--- src/rtl/cpu_pkg.sv ---
// Shared CPU constants: register file geometry and writeback source indices.
// Imported by the writeback arbiter and its holding buffers.
package cpu_pkg;

  localparam int REG_ADDR_W = 5;
  localparam int REG_DATA_W = 32;
  localparam int NUM_REGS   = 32;

  localparam int WB_ALU  = 0;
  localparam int WB_LOAD = 1;
  localparam int WB_LINK = 2;

  localparam logic [REG_ADDR_W-1:0] REG_RA = 5'd31;

endpackage

--- src/rtl/wb_req_buffer.sv ---
// One-entry writeback holding register with valid/ready handshake.
// Writes to r0 are accepted but never held.
import cpu_pkg::*;

module wb_req_buffer #(
  parameter int ADDR_W = REG_ADDR_W,
  parameter int DATA_W = REG_DATA_W
) (
  input  logic              clk,
  input  logic              reset,
  input  logic              in_valid,
  input  logic [ADDR_W-1:0] in_reg,
  input  logic [DATA_W-1:0] in_data,
  input  logic              grant,
  output logic              ready,
  output logic              full,
  output logic [ADDR_W-1:0] out_reg,
  output logic [DATA_W-1:0] out_data
);

  assign ready = !full || grant;

  always_ff @(posedge clk or posedge reset) begin
    if (reset) begin
      full     <= 1'b0;
      out_reg  <= '0;
      out_data <= '0;
    end else if (in_valid && ready) begin
      full     <= |in_reg;
      out_reg  <= in_reg;
      out_data <= in_data;
    end else if (grant) begin
      full <= 1'b0;
    end
  end

endmodule

--- src/rtl/reg_write_arbiter.sv ---
// Shares the register-file write port among ALU, load and link writebacks.
// Define REG_WRITE_ARB_RR_EN for round-robin; default is fixed priority 0>1>2.
import cpu_pkg::*;

module reg_write_arbiter #(
  parameter int NUM_REQ = 3,
  parameter int ADDR_W  = REG_ADDR_W,
  parameter int DATA_W  = REG_DATA_W
) (
  input  logic                      clk,
  input  logic                      reset,
  input  logic [NUM_REQ-1:0]        req_valid,
  output logic [NUM_REQ-1:0]        req_ready,
  input  logic [NUM_REQ*ADDR_W-1:0] req_reg,
  input  logic [NUM_REQ*DATA_W-1:0] req_data,
  output logic [ADDR_W-1:0]         write_reg,
  output logic [DATA_W-1:0]         write_data,
  output logic                      reg_write,
  output logic [1:0]                grant_id,
  output logic [NUM_REGS-1:0]       pending_mask
);

  logic [NUM_REQ-1:0] buf_full;
  logic [NUM_REQ-1:0] grant;
  logic [ADDR_W-1:0]  buf_reg  [NUM_REQ];
  logic [DATA_W-1:0]  buf_data [NUM_REQ];
  logic               any_full;
  logic [1:0]         win;

  for (genvar i = 0; i < NUM_REQ; i++) begin : g_buf
    wb_req_buffer #(
      .ADDR_W(ADDR_W),
      .DATA_W(DATA_W)
    ) u_buf (
      .clk     (clk),
      .reset   (reset),
      .in_valid(req_valid[i]),
      .in_reg  (req_reg[i*ADDR_W +: ADDR_W]),
      .in_data (req_data[i*DATA_W +: DATA_W]),
      .grant   (grant[i]),
      .ready   (req_ready[i]),
      .full    (buf_full[i]),
      .out_reg (buf_reg[i]),
      .out_data(buf_data[i])
    );
  end

  assign any_full = |buf_full;

`ifdef REG_WRITE_ARB_RR_EN
  logic [1:0] rr_ptr;

  // Search starts at the pointer and wraps at NUM_REQ.
  always_comb begin
    int  idx;
    logic found;
    idx   = 0;
    found = 1'b0;
    win   = rr_ptr;
    for (int k = 0; k < NUM_REQ; k++) begin
      idx = int'(rr_ptr) + k;
      if (idx >= NUM_REQ) idx = idx - NUM_REQ;
      if (!found && buf_full[idx]) begin
        win   = 2'(idx);
        found = 1'b1;
      end
    end
  end

  always_ff @(posedge clk or posedge reset) begin
    if (reset) begin
      rr_ptr <= '0;
    end else if (any_full) begin
      rr_ptr <= (int'(win) == NUM_REQ - 1) ? 2'd0 : win + 2'd1;
    end
  end
`else
  always_comb begin
    win = '0;
    for (int i = NUM_REQ - 1; i >= 0; i--) begin
      if (buf_full[i]) win = 2'(i);
    end
  end
`endif

  always_comb begin
    grant = '0;
    if (any_full) grant[win] = 1'b1;
  end

  always_ff @(posedge clk or posedge reset) begin
    if (reset) begin
      reg_write  <= 1'b0;
      write_reg  <= '0;
      write_data <= '0;
      grant_id   <= '0;
    end else begin
      reg_write <= any_full;
      if (any_full) begin
        write_reg  <= buf_reg[win];
        write_data <= buf_data[win];
        grant_id   <= win;
      end
    end
  end

  always_comb begin
    pending_mask = '0;
    for (int i = 0; i < NUM_REQ; i++) begin
      if (buf_full[i]) pending_mask[buf_reg[i]] = 1'b1;
    end
    if (reg_write) pending_mask[write_reg] = 1'b1;
    pending_mask[0] = 1'b0;
  end

endmodule

--- config.mk ---
export PLATFORM = sky130hd
export DESIGN_NAME = reg_write_arbiter
export DESIGN_NICKNAME = d
export VERILOG_FILES = /design/src/rtl/cpu_pkg.sv /design/src/rtl/wb_req_buffer.sv /design/src/rtl/reg_write_arbiter.sv
export SDC_FILE = /design/constraint.sdc
export NUM_CORES = 1
export LEC_CHECK = 0
export CORE_ASPECT_RATIO = 0.5
export CORE_UTILIZATION = 51
export CTS_BUF_LIST = sky130_fd_sc_hd__clkbuf_4
export CTS_CLUSTER_DIAMETER = 150
export DETAILED_ROUTE_END_ITERATION = 6
export GPL_TIMING_DRIVEN = 0
export MAX_ROUTING_LAYER = met4
export PLACE_DENSITY = 0.83
export SETUP_SLACK_MARGIN = 0.2
export SYNTH_ARGS = -nofsm -noshare
export SYNTH_HDL_FRONTEND = slang
export SYNTH_SLANG_ARGS = --single-unit
--- constraint.sdc ---
create_clock -name clk -period 5.1 [get_ports clk]
set_input_delay 0.51 -clock clk [delete_from_list [all_inputs] [get_ports clk]]
set_output_delay 0.51 -clock clk [all_outputs]
set_load 0.02 [all_outputs]
Word-level counts from Yosys, hierarchy flattened
Cells that the tools add are included. W data, S select, Z words.

Flip-flop bits (word level): 154. Input port bits: 116. Output and inout port bits: 75. Word-level logic and storage cells: 79.

Magnitude comparators: 11. Multiplexer cells: 30. Bitwise operators: 4. Reduce and logical (&&, ||, !) cells: 21.

Operators by type and width (count): $mux W32 (6); $or A32 B32 Y32 (3); $bmux W32 S2 (1); $lt A5 B6 Y1 const B (4); $demux W1 S5 (4); $ge A5 B1 Y1 const B (4); $reduce_or A5 Y1 (3); $mux W1 (11); $bmux W5 S2 (1); $mux W5 (2); $logic_and A1 B1 Y1 (8); $mux W2 (3); $reduce_bool A2 Y1 (3); $ge A3 B3 Y1 const B (1); $logic_not A1 Y1 (3); $logic_or A1 B1 Y1 (3); $lt A2 B3 Y1 const B (1); $mux W3 (1); $not A2 Y3 (1); $reduce_or A3 Y1 (1); $demux W1 S2 (1); $ge A2 B1 Y1 const B (1).

Logic depth before layout (Yosys ltp)
Word-level depth: 11. Depth in mapped cells: 6. Depth with buffers taken out: 3.

By module
Synthesis repeated with hierarchy kept, for this count alone.

Cell total of the unflattened synthesis: 589. Area, all modules: 7862.5 µm².

Modules (own cells, without submodules): wb_req_buffer (times used 3, cells each 84, area an instance 1594.0 µm², seq. area each 950.9 µm²); reg_write_arbiter (times used 1, cells each 337, area an instance 3080.5 µm², seq. area each 1001.0 µm²).

Worst setup path after synthesis
No wires, ideal clock.

Path type: reg-to-output. Start point: reg g_buf[0].u_buf.full. End point: out pending_mask[4]. Arrival: 1.447 ns. Required time: 4.590 ns. Slack: 3.143 ns. Stages on the path, launching flop included: 5. Path buffers: 1. Cells stage by stage: dfrtp_1 > buf_2 > nor2b_1 > nand3b_1 > o221ai_1.

Longest elaborated chain between the ends: 7.

Ends and longest elaborated chain: start, declared (line wb_req_buffer.sv:16) `output logic full,`; start signal, assigned (line wb_req_buffer.sv:29) `full <= |in_reg;`; $mux W32 * (line reg_write_arbiter.sv:110) `if (buf_full[i]) pending_mask[buf_reg[i]] = 1'b1;`; $or A32 B32 Y32 (no source line); $mux W32 * (line reg_write_arbiter.sv:110); $or A32 B32 Y32 (no source line); $mux W32 * (line reg_write_arbiter.sv:110); $or A32 B32 Y32 (no source line); $mux W32 * (line reg_write_arbiter.sv:112) `if (reg_write) pending_mask[write_reg] = 1'b1;`; end, declared (line reg_write_arbiter.sv:20) `output logic [NUM_REGS-1:0] pending_mask`.

Every way passes the cells marked *; elsewhere a longest branch is shown, timed or not.

Final worst setup path
Start point: reg g_buf[2].u_buf.out_reg[4]. End point: out pending_mask[4].

Longest elaborated chain between the ends: 8. Elaborated cells on any way between the ends: 9. Classes of those cells: order compare: 2; mux: 4; bitwise: 2; reduce/logical: 1.

Ends and longest elaborated chain: start, declared (line wb_req_buffer.sv:17) `output logic [ADDR_W-1:0] out_reg,`; start signal, assigned (line wb_req_buffer.sv:30) `out_reg <= in_reg;`; $lt A5 B6 Y1 (implied by the code) or $ge A5 B1 Y1 (tied branches) (line reg_write_arbiter.sv:110); $logic_and A1 B1 Y1 (implied by the code) (line reg_write_arbiter.sv:110); $mux W1 (implied by the code) (line reg_write_arbiter.sv:110); $demux W1 S5 * (line reg_write_arbiter.sv:110); $or A32 B32 Y32 (no source line) *; $mux W32 * (line reg_write_arbiter.sv:110); $or A32 B32 Y32 (no source line); $mux W32 * (line reg_write_arbiter.sv:112).

Marks and branches as above.

==> metrics.txt <==
outcome finished, final reports clean; Die X 171.9 um; CTS buffer count 17; Static Leakage 3.938 nW; Design Power 0.003263 W; Final nets 908; syn_area_per_cell 12.59 um^2; IO Pins 191; ratio of cells with drive above 1 in the final layout 21.86%; CTS tree built; clk root buf clkbuf_4; most frequent cells in the layout clkdlybuf4s50_1 (187), dfrtp_1 (154), a22oi_1 (92); Max VDD drop 0.2116 mV; hold slack 432.1 ps; DRT iter0 DRCs 407; WP depth 5; HP Class input port to asynchronous set/reset pin; r2r setup slk 3300 ps; slowest stage delay, CP 810 ps; post-route antenna net violation count 0; max cap viols 0; die area 0.01495 mm^2; routed wire length 21640 um; wire per inst 21.71 um; Slowest-stage cell, CP nor4bb_1; worst-skew pair later-pin latency 550 ps; initial antenna violation count 0; commonest non-fill, non-tap cell in the layout clkdlybuf4s50_1; FMAX 0.2915 GHz; Multi-input gate area 0.003236 mm^2; synthesized area 0.007365 mm^2; Site Rows 30; Initial Util 53.32%; delay-heaviest family, CP buffers and inverters; Post-Synthesis Cells 585; Reg area 0.003854 mm^2; fin crit share 67.26%; CTS H-tree depth 4; Overflow after GRT 0; clk sink count 154; fin util 70.67%; core footprint 0.01381 mm^2; vias per inst 6.050; Post-CTS Setup Inserts 0; worst path cell trace clkbuf_1 > nor4bb_1 > a22oi_1 > o221ai_1 > clkdlybuf4s50_1; design area 0.009762 mm^2; Seq/Total Area, Yosys 52.33%; worst-path maximum fanout 10; all-layer global routing usage 31.06%; reg2reg end write_data[6]; GP Congestion 1.031; Fill cells 1013; yosys warns 0; drt pass-1 iters 5; Slew @ Worst Pin 917.3 ps; Largest register FFs 96; Worst Path Buf+Inv 2; first-pass GRT wire length 33650 um; WP data required 4590 ps; Worst EP arrival 2920 ps; drt drc 0; detailed placement HPWL 16030 um; Final Setup Violations 0; hold buffers post-CTS 0; post-layout min period 3430 ps; Fin Clk Skew 21.97 ps; proportion of netlist area held by the largest area contributor 52.33%; pwr/cell area 334.2 mW/mm^2; worst relative slew slack 38.02%; syn_nets 701; pin count of the biggest net entering global routing 81; Area growth syn-to-layout 32.55%; distinct cell type count after synthesis 41; vias after detailed routing 6032; Resized Gates After CTS 0; dominant cell type by area after synthesis dfrtp_1; CP startpoint g_buf[2].u_buf.out_reg[4]; n_diodes 0; register bit total from synthesis 154; final hold vios 0; crit end category primary output; Chip Height 86.97 um; clock buffer depth 2; Worst setup SP type flip-flop; fin. max-slew vios 0; Area after DPL 0.009509 mm^2; CP Capture Point pending_mask[4]; port bufs 187; origin of the critical flop-to-flop path g_buf[0].u_buf.full; clock transition at the registers of the reported paths 140 ps; WS Path Type flip-flop to primary output; RSZ-0062 raised after global routing no; Worst Reg-to-Reg Cells 5; vias in the first global route 6078; synth top area cells dfrtp_1 (52%), mux2_2 (12%), a22oi_1 (9.4%)
==> routing by layer <==
metal	vias to the layer above	global-route usage, %	part of all wire, %
li1	2678	-	-
met1	3053	38.88	43
met2	245	50.29	49
met3	56	5.725	5.1
met4	0	12.79	3.6
met5	-	-	0
==> worst min path at each step <==
stage	endpoint	slack, ps	start	depth (start not counted)
final	g_buf[2].u_buf.out_data[1]	430	reset	2
after global placement	write_data[19]	480	write_data[19]	2
after floorplan	g_buf[2].u_buf.out_data[28]	470	g_buf[2].u_buf.out_data[28]	1
after CTS	g_buf[0].u_buf.out_data[30]	400	req_valid[0]	2
after global routing	g_buf[0].u_buf.out_data[30]	410	req_valid[0]	2
after detailed placement	g_buf[2].u_buf.out_data[24]	490	g_buf[2].u_buf.out_data[24]	1
==> power by group <==
group | switching [W] | internal (W) | total (W)
clock | 0.000450 | 0.000241 | 0.000691
sequential | 0.000145 | 0.00142 | 0.00156
combinational | 0.000496 | 0.000511 | 0.00101
total | 0.00109 | 0.00217 | 0.00326
==> cells by family (layout without fill, tap and decap cells) <==
kind of cell | count (synthesis) | after routing | synth area share [%]
AOI/OAI and AO/OA | 178 | 178 | 17.45
DFF | 154 | 154 | 52.33
muxes | 110 | 110 | 18.30
and+or+nand+nor | 89 | 89 | 8.087
buffers and inverters | 52 | 272 | 3.738
other | 2 | 2 | 0.1020
==> stage by stage <==
stage,setup TNS [ps],std cells,worst slack (ps)
finish,0,997,1670
global route,0,997,1502
CTS,0,997,1636
detailed placement,0,965,2264
global placement,-209180,964,-1365
floorplan,0,585,440.2
==> Yosys cell counts (all sizes together) <==
master / number
a21oi: 5
a221o: 1
a22oi: 92
a2bb2oi: 1
a32oi: 6
and2: 3
and3b: 3
and4: 2
and4b: 6
and4bb: 1
buf: 29
clkbuf: 19
conb: 2
dfrtp: 154
inv: 4
mux2: 110
nand2: 14
nand2b: 7
nand3: 7
nand3b: 4
nand4: 2
nand4b: 2
nor2: 9
nor2b: 13
nor3: 2
nor4b: 2
nor4bb: 5
o21a: 2
o21ai: 40
o221ai: 31
or2: 4
or4: 3
==> layout make-up <==
| cell class | count | share of cell area [%] |
|---|---|---|
| plain buffers | 48 | 2.666 |
| clock buffers | 17 | 1.307 |
| clock inverters | 15 | 1.282 |
| inverters | 4 | 0.2051 |
| multi-input cells | 379 | 33.15 |
| flip-flops and latches | 154 | 39.48 |
| well taps | 192 | 2.461 |
| repair buffers | 188 | 19.46 |
(Power assumes the default switching activity.)
